[config.mk]
export PLATFORM = sky130hd
export DESIGN_NAME = mult4u_sat_cnt
export DESIGN_NICKNAME = d
export VERILOG_FILES = /design/src/rtl/mult4u_sat_cnt.sv
export SDC_FILE = /design/constraint.sdc
export NUM_CORES = 1
export LEC_CHECK = 0
export ABC_CLOCK_PERIOD_IN_PS = 1450
export BUFFER_PORTS_ARGS = -buffer_cell sky130_fd_sc_hd__buf_2
export CORE_AREA = 2 2 39 41
export DETAILED_ROUTE_END_ITERATION = 16
export DIE_AREA = 0 0 41 43
export GPL_ROUTABILITY_DRIVEN = 0
export GPL_TIMING_DRIVEN = 1
export HOLD_SLACK_MARGIN = 0.06
export PLACE_DENSITY = 0.66
export SYNTH_ARGS = -nofsm -noshare
export SYNTH_HDL_FRONTEND = slang
export SYNTH_SLANG_ARGS = --single-unit
[constraint.sdc]
create_clock -name clk -period 1.45 [get_ports clk]
set_clock_uncertainty 0.2 [all_clocks]
set_input_delay 0.0725 -clock clk [delete_from_list [all_inputs] [get_ports clk]]
set_output_delay 0.0725 -clock clk [all_outputs]
set_load 0.005 [all_outputs]
[src/rtl/mult4u_sat_cnt.sv]
// Saturating up-counter: sticks at all-ones, clear takes effect before increment.
// Latency: count updates on the edge where inc/clr are sampled.
// Backpressure: none; inc and clr are single-cycle strobes.
module mult4u_sat_cnt #(
   parameter int W = 8
) (
   input  logic         clk,
   input  logic         rst_n,
   input  logic         inc,
   input  logic         clr,
   output logic [W-1:0] cnt
);

   localparam logic [W-1:0] CNT_MAX = '1;
   localparam logic [W-1:0] CNT_ONE = W'(1);

   // Clear-then-increment: a coincident clr and inc leaves the counter at one.
   always_ff @(posedge clk or negedge rst_n) begin
      if (!rst_n) begin
         cnt <= '0;
      end else if (clr) begin
         cnt <= inc ? CNT_ONE : '0;
      end else if (inc && (cnt != CNT_MAX)) begin
         cnt <= cnt + CNT_ONE;
      end
   end

endmodule

; ---- Word level (Yosys, flattened, before mapping)
; Cells that the tools add are included.
[totals]
ff_bits = 8
in_bits = 4
output_inout_bits = 8
[classes]
add_sub_neg = 1
n_eq_ne = 1
mux = 3
n_reduce_logical = 2
[op_table]
columns = op, n
row1 = 8-bit two-way mux, 2
row2 = "8-bit by 1-bit adder with 8-bit output, second input constant", 1
row3 = "8-bit != test, second input constant", 1
row4 = 2-bit nonzero test, 1
row5 = 1-bit logical AND, 1
row6 = 1-bit two-way mux, 1

; ---- Logic depth before layout (Yosys ltp)
; Gate-level depths: netlist (run 1).
[depth]
ltp_word = 4
depth_mapped = 4

; ---- Worst setup path before layout (run 1)
; OpenSTA, ideal clock, no wires.
[synth_timing]
kind = register to register
start = reg cnt[0]
end = reg cnt[5]
arrival_time_ns = 1.265
required_ns = 1.118
setup_slack_ns = -0.147
path_stages_with_launch = 5
period_less_slack_ns = 1.597
path_cell_list = dfrtp_1 -> ha_1 -> and3_1 -> a2111oi_2 -> nor3b_1
[synth_between]
elab_chain_len = 3
elab_cells_between_ends = 6
classes_between = add/sub (1) / eq/ne (1) / mux (2) / reduce/logical (2)
[synth_rtl]
columns = element, line_no
row1 = "start, declared", 11  ; output logic [W-1:0] cnt
row2 = "start signal, assigned", 22  ; cnt <= inc ? CNT_ONE : '0;
row3 = "start signal, assigned", 24  ; cnt <= cnt + CNT_ONE;
row4 = 8-bit by 1-bit adder with 8-bit output or 8-bit != test (tied branches), "24, 23"
row5 = 8-bit two-way mux or 1-bit logical AND (tied branches), 23  ; end else if (inc && (cnt != CNT_MAX)) begin
row6 = 8-bit two-way mux or 2-bit nonzero test (tied branches), -
; Parallel ways exist; a longest one is shown, timed or not. The select of a mux whose other input is x is not followed.
; A chain may end at the register's enable or synchronous reset.

; ---- Final worst setup path (run 1)
; Ends and elaborated chain as after synthesis.

==> impl_metrics.csv, run 1 <==
group,metric,value,unit
outcome,run_status,"finished, violations left",
outcome,failed_checks,"setup timing",
timing,slew_headroom,74.0,%
detailed_routing,ant_nets,0,
floorplan,design.die.area,1760,um2
placement,port_buffers,11,
synthesis,avgSynthCellArea,10.1,um2
detailed_routing,wl_per_cell,14.4,um
synthesis,syn_area,473,um2
power_and_ir_drop,p_leak,0.312,nW
clock_tree,cts_tree,"built",
grt,grt_max_degree,12,
min_path,hp-class,"register to register",
finish,nets,78,
critical_path,cp_top_family,"flip-flops",
timing,slew_violations,0,
critical_path,r2r_setup_slack,-0.06,ns
grt,grt_overflow,0,
synthesis,synth-seq-cells,8,
critical_path,required,1.38,ns
finish,fin_area,716,um2
floorplan,core-area,1380,um2
floorplan,die-height,43,um
power_and_ir_drop,p_total,0.000502,W
finish,largest_register,"cnt",
critical_path,path_class,"register to register",
grt,grt_pass1_vias,433,
timing,max_slew.worst_pin.slew,0.388,ns
power_and_ir_drop,cellPowerDensity,701,nW/um2
job,maxCapViolations,0,
floorplan,die_w,41,um
timing,clock.fmax,663,MHz
timing,finalSetupViolations,3,
detailed_routing,routed.top_layer,"met4",
synthesis,synth.most_common_cell,"dfrtp_1",
placement,place_area,609,um2
synthesis,syn-instance-count,47,
finish,reg_top3,"cnt: 8 flops",
synthesis,syn_nets,52,
critical_path,cpMaxStageDelayCell,"dfrtp_1",
finish,layout-drive-gt1-share,49.3,%
critical_path,startpoint,"cnt[0]",
timing,min_period,1.51,ns
grt,antenna_found_initial,0,
detailed_routing,routed_wl,1.25,mm
critical_path,cp_num_buf_inv,0,
synthesis,yosysWarnings,0,
detailed_routing,drc,0,
synthesis,synth_top_area_share,42.3,%
detailed_routing,vias,474,
grt,grt_pass1_wl,1.88,mm
grt,grtUsageTotal,16.8,%
finish,largest_reg_flops,8,
critical_path,cp_max_fo,5,
synthesis,yosysUniqueCellTypes,27,
critical_path,reg2reg_from,"cnt[0]",
detailed_routing,wl_met1,552,um
critical_path,cp-start-kind,"register",
synthesis,async_reset_ff_share,100,%
critical_path,cp.arrival,1.44,ns
min_path,min_from,"cnt[3]",
detailed_routing,wl_met3,54,um
clock_tree,htreeDepth,1,
timing,layout_setup_ws,-0.0575,ns
synthesis,synth_edf_count,0,
detailed_routing,met2WireLength,619,um
synthesis,yosys.area.top_type,"dfrtp_1",
floorplan,io_pins,12,
synthesis,synth.area.top_cells,"dfrtp_1, a21oi_1, nand2b_1, a2111oi_2, and3_1",
timing,finalCritPeriodShare,104,%
floorplan,rows,14,
detailed_routing,drt-pass1-iter-count,4,
power_and_ir_drop,ir_drop,0.309,mV
clock_tree,clk_latency,0.25,ns
finish,n_antenna_cell,0,
placement,hpwlAfterDp,823,um
clock_tree,cts_buffers,3,
synthesis,synth_ff_type,"dfrtp_1",
timing,hold_viol,0,
detailed_routing,drt_iter0_drc,5,
floorplan,initial_core_util,34.2,%
timing,rsz0062_at_grt,"yes",
clock_tree,clockRootBuffer,"clkbuf_4",
critical_path,cp_cell_sequence,"ha_2, and3_4, a2111oi_4, nor3b_2",
clock_tree,cts_buffer_depth,2,
synthesis,seq_area_frac_synth,42.3,%
finish,areaGrowthSynthToFinish,51.3,%
critical_path,worstSetupEndpointType,"register",
clock_tree,clock_sinks,8,
detailed_routing,post_drt_via_cell_ratio,5.45,
clock_tree,clkSlewWorstSetupHoldPaths,0.06,ns
synthesis,synthTopCellsByCount,"dfrtp_1, a21oi_1, nand2b_1",
critical_path,cp_slowest_stage_delay,0.41,ns
-- final cells by class --
class | count | area (um2)
clock buffer | 3 | 22.5
inverter | 2 | 7.51
tap | 16 | 20.0
fill | 134 | 668
timing repair buffer | 23 | 155
sequential | 8 | 201
multi-input combinational | 35 | 309
-- timing repair --
item	in CTS	in global routing
endpoints found under the setup margin	6	6
hold endpoints to repair	16	0
pin swaps	2	3
setup buffers	1	0
gates resized for setup	4	3
hold buffers	4	0
-- path summary, 6_finish.rpt --
check / cells past startpoint / end
setup / recovery: 4 / cnt[5]
hold / removal: 1 / cnt[4]
setup reg to reg: 4 / cnt[5]
hold reg to reg: 1 / cnt[4]
max in group asynchronous: 3 / cnt[3]
min in group asynchronous: 3 / cnt[2]
-- layout by cell type, fill, tap and decap left out, types with 2 or more instances in the layout --
master and instances:
inv_1 2, buf_2 11, buf_4 8, nand2b_1 4
clkbuf_4 3, dlygate4sd3_1 4, a21oi_1 4, dfrtp_1 7
or3_1 2, and3_4 2, o21ai_0 2, nand2_1 3
-- logic make-up after synthesis --
family / count (synthesis) / share of synthesized area [%]
and+or+nand+nor: 18 / 25.7
AOI/OAI and AO/OA: 15 / 23.3
DFF: 8 / 42.3
buffers and inverters: 4 / 3.97
muxes: 1 / 2.12
adders and majority gates: 1 / 2.65
-- power by group --
group / total (W) / internal [W] / switching [W]
logic: 0.0000878 / 0.0000498 / 0.0000379
clock network: 0.000173 / 0.0000949 / 0.0000784
registers: 0.000241 / 0.000232 / 0.00000932
-- routing by layer --
| metal | track usage (%) | vias to the layer above |
|---|---|---|
| li1 | - | 230 |
| met5 | 0 | - |
| met1 | 21.1 | 221 |
| met3 | 4.71 | 4 |
| met4 | 12.0 | 0 |
| met2 | 23.4 | 19 |
-- metrics by stage --
step	hold slack, ns	util (%)	instances	worst slack [ns]	TNS [ns]
after CTS	0.418	50.7	87	-0.0557	-0.118
after global placement	-0.274	44.0	79	-0.0494	-0.0952
final	0.405	51.7	87	-0.0575	-0.106
after detailed placement	-0.272	44.0	79	-0.0779	-0.295
after floorplan	-0.423	-	47	-0.0111	-0.0178
after global routing	0.426	51.7	87	-0.0934	-0.301
Note: power is estimated with default switching activity, not from simulation.
==> run 2, diff against run 1 <==
ABC_AREA = 1   (was unset)
PLACE_DENSITY = 0.7   (was 0.66)
==> impl_metrics.csv, run 2 <==
group,metric,value,unit
power_and_ir_drop,combPwrFrac,18.8,%
critical_path,cp_top_family,"simple AND/OR/NAND/NOR gates",
power_and_ir_drop,p_sw_share,27.2,%
grt,antenna_found_initial,0,
timing,finalCritPeriodShare,98.1,%
timing,rsz0062_at_grt,"yes",
critical_path,cp_max_fo,8,
power_and_ir_drop,pwr-share-clk,34.1,%
floorplan,die-height,43,um
synthesis,syn_nets,74,
critical_path,cp-start-kind,"register",
synthesis,avgSynthCellArea,7.53,um2
detailed_routing,drc,0,
critical_path,cp_common_cell,"nand2_4",
finish,areaGrowthSynthToFinish,42.9,%
floorplan,core-area,1380,um2
floorplan,die_w,41,um
critical_path,cp_cell_sequence,"ha_4, nand2_4, nor2_4, nand2_4, nand2_8, nand2_4, nand2_2, nand2_1",
detailed_routing,ant_nets,0,
detailed_routing,drt_iter0_drc,5,
critical_path,cp.arrival,1.37,ns
timing,max_slew.worst_pin.slew,0.385,ns
synthesis,synth.area.top_cells,"dfrtp_1, nand2_1, nand3_1, inv_1, nor2_1",
placement,hpwlAfterDp,842,um
critical_path,required,1.40,ns
clock_tree,cts_buffer_depth,2,
clock_tree,clkSlewWorstSetupHoldPaths,0.05,ns
finish,largest_reg_flops,8,
synthesis,synthTopCellsByCount,"nand2_1, nand3_1, dfrtp_1, inv_1, nor2_1",
synthesis,syn_area,519,um2
synthesis,yosys.area.top_type,"dfrtp_1",
floorplan,design.die.area,1760,um2
synthesis,async_reset_ff_share,100,%
power_and_ir_drop,ir_drop,0.402,mV
synthesis,synth.most_common_cell,"nand2_1",
critical_path,r2r_setup_slack,0.03,ns
grt,grt_pass1_vias,446,
synthesis,yosysWarnings,0,
placement,port_buffers,11,
finish,largest_register,"cnt",
timing,finalSetupViolations,0,
floorplan,io_pins,12,
power_and_ir_drop,cellPowerDensity,688,nW/um2
grt,grtUsageTotal,16.6,%
critical_path,path_class,"register to register",
detailed_routing,vias,517,
clock_tree,clockRootBuffer,"clkbuf_4",
grt,grt_max_degree,11,
critical_path,cp_slowest_stage_delay,0.40,ns
critical_path,r2r_end,"cnt[3]",
min_path,hp-class,"register to register",
timing,slew_headroom,74.3,%
finish,nets,98,
critical_path,reg2reg_from,"cnt[1]",
floorplan,rows,14,
floorplan,initial_core_util,37.5,%
min_path,whs_path_depth,2,
clock_tree,cts_tree,"built",
timing,clock.fmax,703,MHz
synthesis,synth_edf_count,0,
finish,fill_cells,134,
finish,final_common_cell,"nand2_1",
min_path,min_from,"cnt[7]",
finish,multi_input_comb_area,340,um2
clock_tree,cts_buffers,3,
job,maxCapViolations,0,
timing,layout_setup_ws,0.0278,ns
synthesis,seq_area_frac_synth,38.6,%
clock_tree,clk_latency,0.26,ns
synthesis,syn-instance-count,69,
min_path,hold_end,"cnt[7]",
timing,min_period,1.42,ns
clock_tree,htreeDepth,1,
timing,tns,0,ns
power_and_ir_drop,p_total,0.000511,W
synthesis,yosysUniqueCellTypes,18,
finish,layout-drive-gt1-share,38.5,%
finish,reg_top3,"cnt: 8 flops",
critical_path,cp_num_buf_inv,0,
synthesis,synth_ff_type,"dfrtp_1",
finish,regArea,200,um2
finish,final_cell_mix,"nand2_1, buf_2, dfrtp_1",
grt,grt_pass1_wl,1.84,mm
detailed_routing,wl_per_cell,11.5,um
finish,n_antenna_cell,0,
synthesis,synth_top_area_share,38.6,%
detailed_routing,post_drt_via_cell_ratio,4.83,
timing,slew_violations,0,
detailed_routing,drt-pass1-iter-count,3,
power_and_ir_drop,power_switching,0.000139,W
grt,grt_overflow,0,
placement,dp_slack,-0.00599,ns
power_and_ir_drop,power.internal,0.000372,W
detailed_routing,routed_wl,1.23,mm
power_and_ir_drop,p_seq_share,47.2,%
critical_path,ff2ff_path_depth,8,
power_and_ir_drop,p_leak,0.407,nW
clock_tree,clock_sinks,8,
critical_path,cpMaxStageDelayCell,"dfrtp_1",
timing,hold_viol,0,
synthesis,synth-seq-cells,8,
critical_path,worstSetupEndpointType,"register",
outcome,run_status,"finished clean",
## run 2: kinds of logic (layout without fill, tap and decap cells)
family                   after synthesis  count (layout)  synth area share (%)
buffers and inverters                  9              31                  6.51
XOR/XNOR                               1               1                  1.69
AO/OA/AOI/OAI                          5               5                  6.75
adder cells (fa/ha/maj)                1               1                  2.41
flip-flops                             8               8                  38.6
AND/OR/NAND/NOR                       45              45                  44.1
## run 2: cell type report
cell class | instances | area share [%]
clock buffer | 3 | 3.04
inverter | 9 | 4.55
timing repair buffer | 19 | 16.9
tap | 16 | 2.70
multi-input combinational | 52 | 45.9
sequential | 8 | 27.0
## run 2: routing by layer
layer	vias to the layer above	global-route usage [%]	routed length [um]	share of wire, %
met2	9	24.1	601	49
met1	232	18.9	551	45
met4	0	14.0	44	3.6
met3	5	4.71	36	2.9
met5	-	0	0	0
li1	271	-	-	-
## run 2: through the flow
stage	instance area (um2)	std cells	utilization (%)	hold slack, ns
floorplan	534	69	-	-0.423
finish	742	107	53.6	0.345
global route	742	107	53.6	0.404
detailed placement	632	99	45.7	-0.270
global placement	632	99	45.7	-0.275
CTS	704	106	50.9	0.360
## run 2: tightest hold or removal path, stage by stage, from the launching register on
cell and delay (ns):
dfrtp_1 0.37, nand3_1 0.08, nand2_1 0.06
## run 2: how the worst max path moves through the flow
stage                       from     end  slack, ns  depth (start not counted)
after detailed placement  cnt[1]  cnt[3]     -0.006                          8
after CTS                 cnt[0]  cnt[3]       0.01                          8
final                     cnt[1]  cnt[3]       0.03                          8
after floorplan           cnt[0]  cnt[3]      0.001                          8
after global routing      cnt[1]  cnt[3]      -0.05                          8
after global placement    cnt[1]  cnt[3]       0.02                          8
## run 2: power groups by stage
stage,combinational (W),clock (W),sequential [W]
floorplan,0.0000315,0,0.000245
finish,0.0000959,0.000174,0.000241
global placement,0.0000729,0,0.000241
global route,0.000106,0.000191,0.000242
CTS,0.0000863,0.000180,0.000240
detailed placement,0.0000752,0,0.000241
## run 2: timing repair
item,CTS,global route
endpoints found under the hold margin,15,0
hold buffers,4,0
gates resized for setup,1,9
buffers inserted,0,1
pin swaps,1,7
endpoints found under the setup margin,2,8
==> run 3, diff against run 2 <==
--- a/constraint.sdc
+++ b/constraint.sdc
@@ -4,2 +4,2 @@
 set_output_delay 0.0725 -clock clk [all_outputs]
-set_load 0.005 [all_outputs]
+set_load 0.05 [all_outputs]
==> impl_metrics.csv, run 3 (synthesis results as in run 2) <==
group,metric,value,unit
outcome,run_status,"finished clean",
floorplan,io_pins,12,
placement,port_buffers,11,
power_and_ir_drop,ir_drop,0.448,mV
detailed_routing,post_drt_via_cell_ratio,5.04,
clock_tree,clkSlewWorstSetupHoldPaths,0.05,ns
floorplan,core-area,1380,um2
grt,grtUsageTotal,16.4,%
min_path,hold_end,"cnt[7]",
floorplan,die-height,43,um
placement,place_area,656,um2
job,maxCapViolations,0,
clock_tree,clockRootBuffer,"clkbuf_4",
detailed_routing,ant_nets,0,
timing,rsz0062_at_grt,"yes",
detailed_routing,drt-pass1-iter-count,4,
floorplan,design.die.area,1760,um2
finish,regArea,209,um2
grt,grt_pass1_wl,1.90,mm
timing,slew_violations,0,
timing,finalSetupViolations,0,
finish,final_common_cell,"nand2_1",
finish,largest_register,"cnt",
critical_path,path_class,"register to register",
critical_path,cp-start-kind,"register",
detailed_routing,drt_iter0_drc,10,
finish,largest_reg_flops,8,
floorplan,rows,14,
critical_path,r2r_end,"cnt[2]",
critical_path,r2r_setup_slack,0.05,ns
timing,finalCritPeriodShare,96.3,%
timing,tns,0,ns
grt,grt_pass1_vias,476,
power_and_ir_drop,p_leak,0.390,nW
finish,areaGrowthSynthToFinish,42.7,%
timing,min_period,1.40,ns
critical_path,cp.arrival,1.34,ns
grt,grt_max_degree,11,
detailed_routing,routed_wl,1.19,mm
floorplan,die_w,41,um
finish,multi_input_comb_area,330,um2
grt,antenna_found_initial,0,
placement,hpwlAfterDp,894,um
min_path,whs_path_depth,2,
clock_tree,clock_sinks,8,
timing,slew_headroom,75.1,%
finish,nets,97,
timing,hold_viol,0,
min_path,min_from,"cnt[7]",
timing,clock.fmax,716,MHz
clock_tree,post_cts_buffers,0,
clock_tree,cts_buffers,3,
critical_path,reg2reg_from,"cnt[0]",
power_and_ir_drop,cellPowerDensity,748,nW/um2
timing,holdWs,0.342,ns
grt,grt_overflow,0,
finish,fin_area,741,um2
clock_tree,clk_latency,0.27,ns
finish,layout-drive-gt1-share,42.9,%
finish,fill_cells,132,
finish,reg_top3,"cnt: 8 flops",
critical_path,cp_max_fo,8,
detailed_routing,wl_per_cell,11.1,um
clock_tree,cts_tree,"built",
detailed_routing,vias,539,
critical_path,ff2ff_path_depth,7,
critical_path,required,1.39,ns
clock_tree,cts_buffer_depth,2,
timing,max_slew.worst_pin.slew,0.372,ns
finish,n_antenna_cell,0,
detailed_routing,drc,0,
finish,final_cell_mix,"nand2_1, buf_2, nand3_1",
min_path,hp-class,"register to register",
floorplan,initial_core_util,37.5,%
clock_tree,htreeDepth,1,
critical_path,worstSetupEndpointType,"register",
-- run 3: cell count changes in the layout (fill, tap and decap cells not counted), sizes merged --
cell / delta
buf: -1
clkbuf: +1
clkinv: -1
clkinvlp: +1
-- run 3: through the flow --
stage	util (%)	cells	total power, W	setup slack, ns
5_1_grt	53.5	107	0.000583	-0.00365
3_5_place_dp	47.4	99	0.000355	0.0253
6_report	53.5	107	0.000554	0.0539
4_1_cts	52.2	107	0.000557	0.0159
2_1_floorplan	-	69	0.000311	-0.121
3_3_place_gp	47.4	99	0.000350	0.0474
-- run 3: area by class of cell --
class | count | share of cell area (%)
inverters | 9 | 5.07
clock buffers | 4 | 3.55
flip-flops and latches | 8 | 28.2
repair buffers | 18 | 15.9
multi-input cells | 52 | 44.6
well taps | 16 | 2.70
-- run 3: critical path: stages (launching register included) --
cell and delay, ns:
dfrtp_2 0.43, ha_4 0.18, nand2_4 0.08, nor2_4 0.04
nand2_4 0.09, nand2_8 0.09, o21ai_2 0.12, nor2_1 0.06
-- run 3: worst max path at each step --
stage,start,end,slack [ns]
4_1_cts,cnt[0],cnt[2],0.02
6_report,cnt[0],cnt[2],0.05
5_1_grt,cnt[0],cnt[4],-0.004
3_3_place_gp,cnt[0],cnt[2],0.05
2_1_floorplan,cnt[0],cnt[3],-0.12
3_5_place_dp,cnt[0],cnt[2],0.03
-- run 3: repair_timing --
item                                   4_1_cts  5_1_grt
hold buffers                                 4        0
resized for setup                            0        6
endpoints found under the hold margin       15        0
setup endpoints to repair                    0        8
-- run 3: power by group --
part	switching [W]	internal (W)	total [W]
Combinational	0.0000753	0.0000427	0.000118
Clock	0.0000870	0.000106	0.000193
Sequential	0.0000104	0.000233	0.000243
Total	0.000173	0.000381	0.000554
-- run 3: per-layer routing --
layer  wire length [um]  vias up  track usage [%]  part of all wire [%]
met5                  0        -                0                     0
met4                 15        0             10.0                   1.3
met2                610       14             26.3                    51
met3                 48        3             3.14                   4.1
met1                511      254             18.8                    43
li1                   -      268                -                     -
